$ cat src/rtl/hazard_scoreboard_pkg.sv
// rtl/hazard_scoreboard_pkg.sv - shared entry type, widths and constants for the hazard scoreboard
package hazard_scoreboard_pkg;

    localparam int NUM_REGS_DEF = 32;
    localparam int STAGES_DEF   = 3;
    localparam int REG_W        = $clog2(NUM_REGS_DEF);
    localparam int FWD_W        = $clog2(STAGES_DEF + 1);

    localparam logic [REG_W-1:0] REG_ZERO = '0;

    typedef struct packed {
        logic             valid;
        logic [REG_W-1:0] rd;
        logic             wr;
        logic             is_load;
    } scoreboard_entry_t;

    localparam scoreboard_entry_t ENTRY_NONE = '0;

    function automatic scoreboard_entry_t make_entry(input logic [REG_W-1:0] rd,
                                                     input logic wr,
                                                     input logic is_load);
        scoreboard_entry_t e;
        e.valid   = 1'b1;
        e.rd      = rd;
        e.wr      = wr;
        e.is_load = is_load;
        return e;
    endfunction

endpackage

$ cat src/rtl/hazard_scoreboard_if.sv
// rtl/hazard_scoreboard_if.sv - ID-side request and hazard-decision signals of the scoreboard
interface hazard_scoreboard_if #(
    parameter int NUM_REGS = 32,
    parameter int STAGES   = 3,
    parameter int CNT_W    = 32
);
    localparam int RW = $clog2(NUM_REGS);
    localparam int FW = $clog2(STAGES + 1);

    logic          id_valid_i;
    logic [RW-1:0] id_rs1_i;
    logic [RW-1:0] id_rs2_i;
    logic          id_rs1_used_i;
    logic          id_rs2_used_i;
    logic [RW-1:0] id_rd_i;
    logic          id_rd_wr_i;
    logic          id_is_load_i;
    logic          redirect_i;
    logic          dmem_busy_i;

    logic             issue_o;
    logic             stall_o;
    logic [STAGES:0]  flush_o;
    logic [FW-1:0]    fwd_rs1_o;
    logic [FW-1:0]    fwd_rs2_o;
    logic [CNT_W-1:0] stall_cnt_o;

    modport master (
        output id_valid_i, id_rs1_i, id_rs2_i, id_rs1_used_i, id_rs2_used_i,
               id_rd_i, id_rd_wr_i, id_is_load_i, redirect_i, dmem_busy_i,
        input  issue_o, stall_o, flush_o, fwd_rs1_o, fwd_rs2_o, stall_cnt_o
    );

    modport slave (
        input  id_valid_i, id_rs1_i, id_rs2_i, id_rs1_used_i, id_rs2_used_i,
               id_rd_i, id_rd_wr_i, id_is_load_i, redirect_i, dmem_busy_i,
        output issue_o, stall_o, flush_o, fwd_rs1_o, fwd_rs2_o, stall_cnt_o
    );

endinterface

$ cat src/rtl/hazard_scoreboard_match.sv
// rtl/hazard_scoreboard_match.sv - youngest in-flight writer of one source register
module hazard_match
    import hazard_scoreboard_pkg::*;
#(
    parameter int STAGES = 3,
    parameter int RW     = REG_W,
    parameter int IDX_W  = 2
) (
    input  scoreboard_entry_t [STAGES-1:0] entries,
    input  logic [RW-1:0]                  src,
    input  logic                           used,
    output logic                           hit,
    output logic [IDX_W-1:0]               idx,
    output logic                           is_load
);

    // Scan oldest to youngest so the lowest matching index is the one left standing.
    always_comb begin
        hit     = 1'b0;
        idx     = '0;
        is_load = 1'b0;
        for (int k = STAGES - 1; k >= 0; k--) begin
            if (entries[k].valid && entries[k].wr && (entries[k].rd == src)
                && (src != REG_ZERO) && used) begin
                hit     = 1'b1;
                idx     = IDX_W'(k);
                is_load = entries[k].is_load;
            end
        end
    end

endmodule

$ cat src/rtl/hazard_scoreboard.sv
// rtl/hazard_scoreboard.sv - in-order pipeline hazard unit; HAZARD_SCOREBOARD_FORWARDING_EN enables forwarding-aware stalls
module hazard_scoreboard
    import hazard_scoreboard_pkg::*;
#(
    parameter int NUM_REGS      = NUM_REGS_DEF,
    parameter int STAGES        = STAGES_DEF,
    parameter int RESOLVE_STAGE = 1,
    parameter int CNT_W         = 32
) (
    input  logic          clk_i,
    input  logic          reset_n_i,
    hazard_scoreboard_if.slave bus
);

    localparam int RW    = $clog2(NUM_REGS);
    localparam int FW    = $clog2(STAGES + 1);
    localparam int IDX_W = (STAGES > 1) ? $clog2(STAGES) : 1;

    scoreboard_entry_t [STAGES-1:0] sb_q;
    scoreboard_entry_t [STAGES-1:0] sb_kept;
    scoreboard_entry_t [STAGES-1:0] sb_d;
    logic [CNT_W-1:0]               cnt_q;

    logic             rs1_hit, rs2_hit;
    logic             rs1_ld, rs2_ld;
    logic [IDX_W-1:0] rs1_idx, rs2_idx;
    logic             rs1_stall, rs2_stall;
    logic             data_hazard;
    logic             issue, stall;
    logic [STAGES:0]  flush;

    hazard_match #(.STAGES(STAGES), .RW(RW), .IDX_W(IDX_W)) u_match_rs1 (
        .entries (sb_q),
        .src     (bus.id_rs1_i),
        .used    (bus.id_rs1_used_i),
        .hit     (rs1_hit),
        .idx     (rs1_idx),
        .is_load (rs1_ld)
    );

    hazard_match #(.STAGES(STAGES), .RW(RW), .IDX_W(IDX_W)) u_match_rs2 (
        .entries (sb_q),
        .src     (bus.id_rs2_i),
        .used    (bus.id_rs2_used_i),
        .hit     (rs2_hit),
        .idx     (rs2_idx),
        .is_load (rs2_ld)
    );

`ifdef HAZARD_SCOREBOARD_FORWARDING_EN
    // Only a load still in EX cannot be bypassed; everything else forwards from its entry.
    assign rs1_stall     = rs1_hit && (rs1_idx == '0) && rs1_ld;
    assign rs2_stall     = rs2_hit && (rs2_idx == '0) && rs2_ld;
    assign bus.fwd_rs1_o = rs1_hit ? FW'(rs1_idx) + FW'(1) : '0;
    assign bus.fwd_rs2_o = rs2_hit ? FW'(rs2_idx) + FW'(1) : '0;
`else
    logic unused_match;
    assign unused_match  = ^{rs1_idx, rs2_idx, rs1_ld, rs2_ld};
    assign rs1_stall     = rs1_hit;
    assign rs2_stall     = rs2_hit;
    assign bus.fwd_rs1_o = '0;
    assign bus.fwd_rs2_o = '0;
`endif

    assign data_hazard = bus.id_valid_i && (rs1_stall || rs2_stall);

    always_comb begin
        issue = 1'b0;
        stall = 1'b0;
        flush = '0;
        if (bus.redirect_i) begin
            flush[0] = 1'b1;
            for (int k = 1; k <= RESOLVE_STAGE; k++) begin
                flush[k] = 1'b1;
            end
        end else if (bus.dmem_busy_i) begin
            stall = 1'b1;
        end else if (data_hazard) begin
            stall = 1'b1;
        end else begin
            issue = bus.id_valid_i;
        end
    end

    // Redirect kills younger entries first; a busy memory then freezes whatever survived.
    always_comb begin
        sb_kept = sb_q;
        if (bus.redirect_i) begin
            for (int k = 0; k < RESOLVE_STAGE; k++) begin
                sb_kept[k].valid = 1'b0;
            end
        end
        sb_d = sb_kept;
        if (!bus.dmem_busy_i) begin
            for (int k = 1; k < STAGES; k++) begin
                sb_d[k] = sb_kept[k-1];
            end
            sb_d[0] = issue ? make_entry(bus.id_rd_i, bus.id_rd_wr_i, bus.id_is_load_i)
                            : ENTRY_NONE;
        end
    end

    always_ff @(posedge clk_i) begin
        if (!reset_n_i) begin
            sb_q  <= '0;
            cnt_q <= '0;
        end else begin
            sb_q <= sb_d;
            if (stall && (cnt_q != {CNT_W{1'b1}})) begin
                cnt_q <= cnt_q + CNT_W'(1);
            end
        end
    end

    assign bus.issue_o     = issue;
    assign bus.stall_o     = stall;
    assign bus.flush_o     = flush;
    assign bus.stall_cnt_o = cnt_q;

endmodule

$ cat src/flat_wrapper.sv
// flat-port wrapper written by rule: the top's interface ports become plain ports
module hazard_scoreboard_flat import hazard_scoreboard_pkg::*;
#(
    parameter int NUM_REGS      = NUM_REGS_DEF,
    parameter int STAGES        = STAGES_DEF,
    parameter int RESOLVE_STAGE = 1,
    parameter int CNT_W         = 32
)
  (clk_i, reset_n_i, bus_id_valid_i, bus_id_rs1_i, bus_id_rs2_i, bus_id_rs1_used_i, bus_id_rs2_used_i, bus_id_rd_i, bus_id_rd_wr_i, bus_id_is_load_i, bus_redirect_i, bus_dmem_busy_i, bus_issue_o, bus_stall_o, bus_flush_o, bus_fwd_rs1_o, bus_fwd_rs2_o, bus_stall_cnt_o);
  hazard_scoreboard_if #(.NUM_REGS(NUM_REGS), .STAGES(STAGES), .CNT_W(CNT_W)) bus_i ();
  input  logic clk_i;
  input  logic reset_n_i;
  input wire logic [$bits(bus_i.id_valid_i)-1:0] bus_id_valid_i;
  input wire logic [$bits(bus_i.id_rs1_i)-1:0] bus_id_rs1_i;
  input wire logic [$bits(bus_i.id_rs2_i)-1:0] bus_id_rs2_i;
  input wire logic [$bits(bus_i.id_rs1_used_i)-1:0] bus_id_rs1_used_i;
  input wire logic [$bits(bus_i.id_rs2_used_i)-1:0] bus_id_rs2_used_i;
  input wire logic [$bits(bus_i.id_rd_i)-1:0] bus_id_rd_i;
  input wire logic [$bits(bus_i.id_rd_wr_i)-1:0] bus_id_rd_wr_i;
  input wire logic [$bits(bus_i.id_is_load_i)-1:0] bus_id_is_load_i;
  input wire logic [$bits(bus_i.redirect_i)-1:0] bus_redirect_i;
  input wire logic [$bits(bus_i.dmem_busy_i)-1:0] bus_dmem_busy_i;
  output wire logic [$bits(bus_i.issue_o)-1:0] bus_issue_o;
  output wire logic [$bits(bus_i.stall_o)-1:0] bus_stall_o;
  output wire logic [$bits(bus_i.flush_o)-1:0] bus_flush_o;
  output wire logic [$bits(bus_i.fwd_rs1_o)-1:0] bus_fwd_rs1_o;
  output wire logic [$bits(bus_i.fwd_rs2_o)-1:0] bus_fwd_rs2_o;
  output wire logic [$bits(bus_i.stall_cnt_o)-1:0] bus_stall_cnt_o;
  assign bus_i.id_valid_i = bus_id_valid_i;
  assign bus_i.id_rs1_i = bus_id_rs1_i;
  assign bus_i.id_rs2_i = bus_id_rs2_i;
  assign bus_i.id_rs1_used_i = bus_id_rs1_used_i;
  assign bus_i.id_rs2_used_i = bus_id_rs2_used_i;
  assign bus_i.id_rd_i = bus_id_rd_i;
  assign bus_i.id_rd_wr_i = bus_id_rd_wr_i;
  assign bus_i.id_is_load_i = bus_id_is_load_i;
  assign bus_i.redirect_i = bus_redirect_i;
  assign bus_i.dmem_busy_i = bus_dmem_busy_i;
  assign bus_issue_o = bus_i.issue_o;
  assign bus_stall_o = bus_i.stall_o;
  assign bus_flush_o = bus_i.flush_o;
  assign bus_fwd_rs1_o = bus_i.fwd_rs1_o;
  assign bus_fwd_rs2_o = bus_i.fwd_rs2_o;
  assign bus_stall_cnt_o = bus_i.stall_cnt_o;
  hazard_scoreboard #(.NUM_REGS(NUM_REGS), .STAGES(STAGES), .RESOLVE_STAGE(RESOLVE_STAGE), .CNT_W(CNT_W)) u_core (.clk_i(clk_i), .reset_n_i(reset_n_i), .bus(bus_i));
endmodule
$ cat config.mk
export PLATFORM = sky130hd
export DESIGN_NAME = hazard_scoreboard_flat
export DESIGN_NICKNAME = d
export VERILOG_FILES = /design/src/rtl/hazard_scoreboard_pkg.sv /design/src/rtl/hazard_scoreboard_if.sv /design/src/rtl/hazard_scoreboard_match.sv /design/src/rtl/hazard_scoreboard.sv /design/src/flat_wrapper.sv
export SDC_FILE = /design/constraint.sdc
export NUM_CORES = 1
export LEC_CHECK = 0
export CORE_MARGIN = 2
export CORE_UTILIZATION = 58
export CTS_CLUSTER_DIAMETER = 40
export DETAILED_ROUTE_END_ITERATION = 10
export DONT_BUFFER_PORTS = 1
export GPL_ROUTABILITY_DRIVEN = 0
export PLACE_DENSITY = 0.81
export SLEW_MARGIN = 20
export SYNTH_ARGS = -nofsm -noshare
export SYNTH_HDL_FRONTEND = slang
export SYNTH_SLANG_ARGS = --single-unit
$ cat constraint.sdc
create_clock -name clk_i -period 3.25 [get_ports clk_i]
set_input_delay 0.65 -clock clk_i [delete_from_list [all_inputs] [get_ports clk_i]]
set_output_delay 0.65 -clock clk_i [all_outputs]
set_load 0.01 [all_outputs]
==> results.txt <==
Met2 wire length -> 2970 µm
Iter 0 DRT Violations -> 170
Synth warnings -> 0
Number of synthesized flops with an enable pin -> 0
Ports -> 66
Critical path class -> reg -> out
Nets -> 359
Slew headroom -> 61.66%
Post_cts resized -> 0
Num rows -> 25
Met3 wire len -> 448 µm
Post-Synthesis Cells -> 342
Top sig layer -> met4
Area after DPL -> 2948 µm²
GRT Util Overall -> 22.68%
Total wire length -> 6256 µm
Register area share after synthesis -> 36.05%
Largest net degree at the start of global routing -> 52
Cts bufs inserted -> 5
Via/cell ratio -> 6.129
Root Driver -> clkbuf_8
Final core occ -> 63.01%
Synth Cell Area -> 2943 µm²
Post-synthesis mux area share -> 8.163%
RSZ-0062 raised after global routing -> no
Hold WC Path Type -> in -> reg
Synth Area in XOR/XNOR -> 8.929%
Final instance area -> 3035 µm²
Synth top area share -> 36.05%
Maximum capacitance violations -> 0
Die height -> 75.23 µm
Final clock skew -> 17.56 ps
CTS tree -> built
Initial antenna violation count -> 0
Vias in the first global route -> 2186
Main combinational cell family by area after synthesis -> simple AND/OR/NAND/NOR gates
Critical path arrival -> 2250 ps
Antenna diodes -> 0
Yosys cell types -> 43
Met1 wire length -> 2773 µm
Post-synth top cells -> dfxtp_1, nand2_1, nor2_1
First-pass GRT wire length -> 10120 µm
Clock-pin slew on the worst setup and hold paths -> 110 ps
Port bufs -> 0
Final slew viol count -> 0
Initial Util -> 61.09%
Share of cells above drive strength 1 -> 6.567%
TritonRoute pass-1 iters -> 4
Post-DP HPWL -> 4503 µm
Adder-cell share of the synthesized area -> 0.4252%
Final worst path period need -> 2904 ps
Die W -> 75.23 µm
Post-synthesis simple-gate area fraction -> 28.83%
Worst slew pin tran -> 573.0 ps
Fin Hold WS -> 476.2 ps
Core ar. -> 4817 µm²
Fin. Hold Viols -> 0
CP Launch Type -> flip-flop
Mean post-synth cell area -> 8.605 µm²
Final period util -> 89.35%
CTS sink count -> 53
Power Density -> 363.7 nW/µm²
Longest Clk Path Bufs -> 2
DRC Markers -> 0
Post-CTS setup buffer count -> 0
Most frequent cell after synthesis -> dfxtp_1
Final setup violation count -> 0
DRT antenna net count -> 0
Htree depth -> 2
Dominant synthesized flop cell -> dfxtp_1
Reg-to-reg slack, setup -> 570 ps
Leakage power -> 1.035 nW
Critical path required time -> 2600 ps
P&R area growth vs syn -> 3.146%
GRT overflow -> 0
Skew-Pair Late Insertion Delay -> 310 ps
Total chip power -> 0.001104 W
Hold-fix buffers at CTS -> 0
DR WL/cell -> 15.56 µm
Worst IR Drop VDD -> 0.0004984 V
Largest cells by area after synthesis -> dfxtp_1, mux2i_1, xor2_1, nand2_1, nor2_1
Critical path endpoint category -> output port
Asr flop ratio synth -> 0%
Compound-Gate Fraction of Synth Area -> 11.78%
Vias -> 2464
Synthesis-stage register bit count -> 53
Fmax -> 344.4 MHz
Setup TNS Final -> 0 ps
Status -> complete, no violations
Die ar. -> 5660 µm²
Synth area leader -> dfxtp_1
Max Fanout on Critical Path -> 51
-- power by group --
group / internal (W) / switching (W) / total, W / leakage [nW]
Clock: 0.000152 / 0.000218 / 0.000370 / 0.0374
Combinational: 0.0000314 / 0.0000403 / 0.0000717 / 0.570
Sequential: 0.000654 / 0.00000783 / 0.000662 / 0.428
Total: 0.000838 / 0.000266 / 0.00110 / 1.03
-- flip-flops by register name (all words and copies together), names as in the netlist --
signal	count
u_core.bus.stall_cnt_o	32
u_core.sb_kept	20
u_core.sb_q	1
-- final timing paths --
| path | from | endpoint | depth (start not counted) |
|---|---|---|---|
| min reg2reg | u_core.sb_kept[17]$_SDFFE_PN0N_ | u_core.sb_kept[17]$_SDFFE_PN0N_ | 2 |
| max reg2reg | u_core.bus.stall_cnt_o[0]$_SDFFE_PN0P_ | u_core.bus.stall_cnt_o[25]$_SDFFE_PN0P_ | 8 |
| min | reset_n_i | u_core.bus.stall_cnt_o[29]$_SDFFE_PN0P_ | 1 |
| max | u_core.sb_kept[14]$_SDFFE_PN0N_ | bus_stall_o | 8 |
-- cell families (layout without fill, tap and decap cells) --
| group | after synthesis | in the layout |
|---|---|---|
| mux | 24 | 24 |
| fa+ha+maj | 1 | 1 |
| simple gates | 153 | 153 |
| flops | 53 | 53 |
| other cells | 1 | 6 |
| xor+xnor | 30 | 30 |
| compound gates | 50 | 50 |
| buf+inv | 30 | 18 |
-- stage by stage --
step,std cells,setup WS (ps)
floorplan,347,394.9
global placement,394,362.8
detailed placement,394,382.3
CTS,402,336.9
global route,402,120.4
finish,402,346.1
-- critical path, cell delays in order, from the launching register on --
cell and delay [ps]:
dfxtp_1 370, xor2_1 180, nor4_1 320, nand4_1 140, o311a_1 160, nor3_1 380, nor2_4 80, buf_12 190
inv_1 120
-- layout make-up --
class | count | area (µm²)
sequential | 53 | 1061
fill | 433 | 1782
tap | 67 | 83.83
clock inverter | 2 | 15.01
inverter | 6 | 22.52
multi-input combinational | 264 | 1738
clock buffer | 6 | 72.57
timing repair buffer | 4 | 42.54
-- cells in the final DEF, fill, tap and decap left out, types with 2 or more instances in the layout --
master,count
a21oi_1,10
a22oi_1,6
and3_1,3
and3_4,3
and4_1,4
buf_4,3
clkbuf_8,5
clkinvlp_4,2
conb_1,6
dfxtp_1,53
inv_1,5
mux2i_1,24
nand2_1,32
nand2b_1,15
nand3_1,16
nand4_1,13
nor2_1,30
nor3_1,5
nor4_1,10
nor4_2,4
o211ai_1,7
o21ai_0,6
o21ai_1,4
o21bai_1,3
o31ai_1,8
or3_1,7
or4_1,7
xnor2_1,12
xor2_1,18
-- layer usage --
| metal | track usage, % | up-vias |
|---|---|---|
| li1 | - | 1206 |
| met1 | 30.69 | 1169 |
| met2 | 35.96 | 83 |
| met3 | 5.756 | 6 |
| met4 | 6.628 | 0 |
| met5 | 0 | - |
No activity file was read; power rests on OpenSTA's default activity.
